**config.mk**
```make
export PLATFORM = sky130hd
export DESIGN_NAME = gearbox_tx_param
export DESIGN_NICKNAME = d
export VERILOG_FILES = /design/src/rtl/gearbox_tx_param.sv
export SDC_FILE = /design/constraint.sdc
export NUM_CORES = 1
export LEC_CHECK = 0
export CORE_ASPECT_RATIO = 1.1
export CORE_MARGIN = 2
export CORE_UTILIZATION = 30
export DETAILED_ROUTE_END_ITERATION = 8
export DONT_BUFFER_PORTS = 1
export HOLD_SLACK_MARGIN = 0.05
export PLACE_DENSITY = 0.52
export SLEW_MARGIN = 20
export SYNTH_ARGS = -nofsm -noshare
export SYNTH_HDL_FRONTEND = slang
export SYNTH_SLANG_ARGS = --single-unit
```
**constraint.sdc**
```tcl
create_clock -name pclk -period 2.65 [get_ports pclk]
set_clock_uncertainty 0.15 [all_clocks]
set_input_delay 0.265 -clock pclk [delete_from_list [all_inputs] [get_ports pclk]]
set_output_delay 0.265 -clock pclk [all_outputs]
set_load 0.01 [all_outputs]
```
**src/rtl/gearbox_tx_param.sv**
```systemverilog
// gearbox_tx_param: repacks CH lanes of IN_W-bit words into OUT_W-bit words.
// One shared fill count keeps every lane word-aligned; flush drops all buffered bits.
module gearbox_tx_param #(
    parameter int CH        = 1,
    parameter int IN_W      = 10,
    parameter int OUT_W     = 4,
    parameter bit MSB_FIRST = 1'b0
) (
    input  logic                                 pclk,
    input  logic                                 txrst,
    input  logic                                 flush,
    input  logic [CH*IN_W-1:0]                   in_data,
    input  logic                                 in_valid,
    output logic                                 in_ready,
    output logic [CH*OUT_W-1:0]                  out_data,
    output logic                                 out_valid,
    input  logic                                 out_ready,
    output logic [$clog2(IN_W+OUT_W+1)-1:0]      fill
);
    localparam int BUF_W = IN_W + OUT_W;
    localparam int CW    = $clog2(BUF_W + 1);

    logic [CW-1:0]    cnt_q, cnt_d, c1;
    logic [BUF_W-1:0] sr_q [CH];
    logic [BUF_W-1:0] sr_d [CH];
    logic [IN_W-1:0]  word;
    logic             push, pop;

    assign in_ready  = cnt_q <= CW'(BUF_W - IN_W);
    assign out_valid = cnt_q >= CW'(OUT_W);
    assign fill      = cnt_q;
    assign push      = in_valid & in_ready;
    assign pop       = out_valid & out_ready;

    // Pop shifts the oldest OUT_W bits away first, then a pushed word lands just above what remains
    always_comb begin
        c1    = cnt_q - (pop ? CW'(OUT_W) : '0);
        cnt_d = flush ? '0 : c1 + (push ? CW'(IN_W) : '0);
        word  = '0;
        for (int k = 0; k < CH; k++) begin
            for (int i = 0; i < IN_W; i++)
                word[i] = in_data[k*IN_W + (MSB_FIRST ? IN_W-1-i : i)];
            sr_d[k] = flush ? '0 : ((pop ? sr_q[k] >> OUT_W : sr_q[k]) |
                                    (push ? BUF_W'(word) << c1 : '0));
        end
    end

    always_comb begin
        out_data = '0;
        for (int k = 0; k < CH; k++)
            for (int i = 0; i < OUT_W; i++)
                out_data[k*OUT_W + i] = sr_q[k][MSB_FIRST ? OUT_W-1-i : i];
    end

    always_ff @(posedge pclk or posedge txrst) begin
        if (txrst) begin
            cnt_q <= '0;
            for (int k = 0; k < CH; k++) sr_q[k] <= '0;
        end else begin
            cnt_q <= cnt_d;
            for (int k = 0; k < CH; k++) sr_q[k] <= sr_d[k];
        end
    end

    assert property (@(posedge pclk) disable iff (txrst) cnt_q <= CW'(BUF_W));
endmodule

```
==> metrics <==
run status=completed; nets@finish=152; most frequent cells after synthesis=nand2_1, dfrtp_1, a31oi_1, buf_4, nand3_1; # IOs=25; RSZ-0062 raised after global routing=no; MaxCap Viol Count=0; Final Hold Fails=0; setup ws final=243 ps; Slew Limit Headroom=50.1%; worst path bufs/invs=1; CTS tree=done; Synth Instances=133; DR pass1 iterations=4; Setup TNS Final=0 ps; CP arrival=2400 ps; Placer Congestion=0.823; routed len/inst=14.4 um; Post-synth EDFFs=0; synthesized cell area=1200 sq um; critical path, cell by cell=or2_4, nand2_8, inv_4, ha_4, mux2_4, a221oi_1, a21oi_1, a22o_1; clock sinks=17; vias per inst=5.09; peak supply drop=371 uV; multi-input gate area in the final layout=682 sq um; register area=425 sq um; CTS clock-pin slew for the worst setup and hold paths=70 ps; fill cell count=414; Clk Latency, worst-skew pair=250 ps; htree depth=1; antenna viol nets, final=0; first-pass GRT wire length=4.51 mm; count leader, synth=nand2_1; Synth area leader=dfrtp_1; Mapped Nets=151; Total GRT Usage=12.8%; Die Height=70.3 um; WL final=2.66 mm; layout cells sized above 1=17.3%; Non-Filler Instances=185; Core Rows=24; Largest stage delay, worst path=390 ps; period utilization=90.8%; Critical Path Slowest Stage Cell=dfrtp_1; CP delay by family, top=compound AO/OA/AOI/OAI gates; Min Clock Period, post-route=2410 ps; die area=4510 sq um; asr flop ratio synth=100%; initial antenna violation count=0; dpl hpwl=2.02 mm; vias after detailed routing=941; DR DRC count=0; Area growth syn-to-layout=8.99%; startpoint types=flip-flop; register area share after synthesis=35.5%; pin count of the biggest net entering global routing=22; Hold WS=94.8 ps; Chip Width=64.2 um; final setup fails=0; Leak=0.000538 uW; final core utilization=33.4%; pins over their slew limit=0; clk root buf=clkbuf_8; Initial Util=30.7%; worst endpoint required time=2640 ps; maximum clock frequency=415 MHz; Worst Path Max Fanout=12; Post-CTS Setup Bufs=0; number of library cell types mapped by synthesis=35; Hold Path Class=in -> reg; Synth Flop Type=dfrtp_1; total CTS buffers=3; Synth top area share=35.5%; deepest clock path buffer count=2; syn avg cell area=9.00 sq um; Crit Path Category=reg -> reg; Inst Count DP=177; Synth area leaders=dfrtp_1, nand2_1, mux2_2; DP Worst Slack=120 ps; Warnings, synthesis=0; port bufs=0; Yosys reg bits=17; Worst Max-Slew Pin Slew=747 ps; ant diodes=0; Starting DRT DRC Count=20; GRT overflow=0; vias in the first global route=955; Critical Path End Type=flip-flop; pwr/cell area=1070 nW/um^2; CORE AREA=3900 sq um
## metal layers
metal	up-vias	GRT usage (%)	part of all wire [%]
li1	467	-	-
met1	438	17.7	45
met2	31	19.1	46
met3	5	2.09	6.6
met4	0	6.38	2.1
met5	-	0	0
## state kept, by name, summed over array words and instances, names as in the netlist
signal / flops
sr_q: 14
fill: 3
## tightest hold or removal path, cell delays in order
cell and delay (ps):
nand2_8 50, nand2_1 70, a31oi_1 70
## layout by cell type (no fill, tap or decap), drive strengths merged, types with 2 or more instances in the layout
| cell type | instances |
|---|---|
| nand2 | 30 |
| dfrtp | 17 |
| nand3 | 8 |
| a31oi | 8 |
| mux2 | 8 |
| a21oi | 6 |
| nor2 | 6 |
| mux2i | 4 |
| dlygate4sd3 | 4 |
| buf | 4 |
| inv | 4 |
| o21ai | 4 |
| clkbuf | 4 |
| nor2b | 3 |
| ha | 3 |
| nor3 | 2 |
| a221oi | 2 |
| a22o | 2 |
| a32oi | 2 |
| a221o | 2 |
| xnor2 | 2 |
| o211ai | 2 |
## timing repair
item / CTS / global route
hold buffers: 4 / 0
hold endpoints to repair: 28 / 0
gates resized for setup: 0 / 2
endpoints found under the setup margin: 0 / 3
## kinds of logic after synthesis
| group | after synthesis | share of synthesized area (%) |
|---|---|---|
| other | 1 | 0.313 |
| flip-flops | 17 | 35.5 |
| XOR/XNOR | 3 | 2.82 |
| multiplexers | 12 | 11.2 |
| buffers and inverters | 16 | 8.57 |
| AND/OR/NAND/NOR | 53 | 21.8 |
| AO/OA/AOI/OAI | 28 | 16.6 |
| adder cells (fa/ha/maj) | 3 | 3.14 |
## metrics by stage
step / area (sq um) / total power (uW)
detailed placement: 1210 / 1170
global placement: 1210 / 1160
CTS: 1290 / 1370
global route: 1310 / 1510
finish: 1310 / 1400
floorplan: 1200 / 1060
## power breakdown
| group | leakage (uW) | total [uW] | switching (uW) | internal, uW |
|---|---|---|---|---|
| clock network | 0.0000228 | 195 | 88.1 | 107 |
| registers | 0.000229 | 419 | 70.8 | 348 |
| logic | 0.000287 | 783 | 442 | 341 |
## path summary, 6_finish.rpt
check / start / cells after the start / slack [ps] / to
max in group asynchronous: txrst / 2 / 1550 / sr_q[10]
worst min-delay path: out_ready / 3 / 90 / sr_q[6]
worst min register to register: sr_q[12] / 2 / 360 / sr_q[12]
worst max register to register: fill[3] / 8 / 240 / sr_q[10]
worst max-delay path: fill[3] / 8 / 240 / sr_q[10]
min in group asynchronous: txrst / 2 / 390 / sr_q[0]
## final cells by class
cell class                 instances  share of cell area, %
timing repair buffer               8                   5.37
sequential                        17                   32.6
tap                               52                   4.99
multi-input combinational        100                   52.3
inverter                           4                   1.34
clock buffer                       4                   3.45
Note: power is estimated with default switching activity, not from simulation.
==> RTL edit: new RTL, same flow settings <==
Change the parameter `OUT_W` from 4 to 2.
--- a/src/rtl/gearbox_tx_param.sv
+++ b/src/rtl/gearbox_tx_param.sv
@@ -4,5 +4,5 @@
     parameter int CH        = 1,
     parameter int IN_W      = 10,
-    parameter int OUT_W     = 4,
+    parameter int OUT_W     = 2,
     parameter bit MSB_FIRST = 1'b0
 ) (
Ports: changed (resized out_data); port bits go from 25 to 23. No check against the original RTL was run, so the function may have changed too.
==> RTL edit against the unedited design <==
- final area fell by 8.4%
- power increased by 2.0%
- clock power down 36%
- area after synthesis is 10% lower
- worst hold slack got worse by 0.032 ns
- sequential cell count fell by 2
- routed wire length shrank 7.8%
- worst setup slack lost 0.092 ns
- count of clock-buffer cells in the layout shrank 1
- largest power group unchanged
- highest routed layer unchanged
==> RTL edit: results <==
[global_route]
globalRouteMet2Util_pct = 21.4
grt_start_max_net_pins = 18
met3_usage_pct = 2.33
grt_pass1_wl_mm = 4.02
grt_pass1_vias = 848

[place]
place_congestion = 0.772
dp_hpwl_mm = 1.93
post_dp_cell_area_um2 = 1140

[cells_and_area]
multi_input_area_um2 = 633
instances_no_fill = 173
nClkBuffers = 3
largest_reg_flops = 12
drive_above_1_share_pct = 19.2
inverters = 6
multi_input_cells = 91
bufAreaShareNonClock_pct = 6.28
nFillCells = 364
fin_nets = 145
clk_share_pct = 2.30

[synthesis]
synth_compound_area_share_pct = 18.2
syn-instance-count = 123
synth.mux.area_fraction_pct = 7.92
synthXorXnorAreaFrac_pct = 1.63
yosys-top-cells-count = 25 x nand2_1, 15 x dfrtp_1, 9 x a21oi_1
syn-num-nets = 142
synth.distinct_cells = 34
synth_area_leaders = dfrtp_1 35%, nand2_1 8.7%, ha_1 4.7%

[setup_path]
r2r_setup_slack_ns = 0.15
reg2reg_to = fill[3]
crit_fanout = 17
worst_path_max_delay_cell = or3_4
cp.arrival_ns = 2.55
reg2reg_depth = 10
cpPeakStageDelay_ns = 0.43
critical_path.top_delay_family = simple AND/OR/NAND/NOR gates

[clocking]
cts.clk_slew.worst_paths_ns = 0.09
clockRootBuffer = clkbuf_4

[drt]
drt_iter0_markers = 28
viasPerCell = 5.17
met1_length_mm = 1.08
wl_mm = 2.45

[sta]
max_slew_margin_pct = 61.9

[power]
p_per_area_nw_per_um2 = 1190
leakagePower_nw = 0.525

[die]
dieArea_um2 = 4080

[outcome]
status = finished, final reports clean
## RTL edit: cell types whose count changed in the layout (fill, tap and decap cells not counted), sizes merged, moves of 3 or more
| cell | delta |
|---|---|
| nand2 | -4 |
| nand2b | +4 |
| a21oi | +3 |
| mux2 | -4 |
| nor2 | -3 |
| nand3 | -8 |
## RTL edit: power by group
part / internal, W / switching (W)
Combinational: 0.000440 / 0.000494
Sequential: 0.000317 / 0.0000488
Clock: 0.0000559 / 0.0000691
Total: 0.000813 / 0.000612
## RTL edit: worst min-delay path by stage
stage,cells past startpoint,start,to,slack (ns)
floorplan,1,txrst,fill[1],0.02
global placement,1,txrst,sr_q[7],0.09
detailed placement,1,txrst,sr_q[5],0.09
CTS,2,in_data[1],sr_q[1],0.05
global route,2,in_data[1],sr_q[1],0.08
finish,2,in_data[1],sr_q[1],0.06
## RTL edit: repair_timing
item | 4_1_cts | 5_1_grt
resized for setup | 0 | 0
hold buffers | 2 | 1
endpoints found under the hold margin | 28 | 1
setup endpoints to repair | 0 | 0
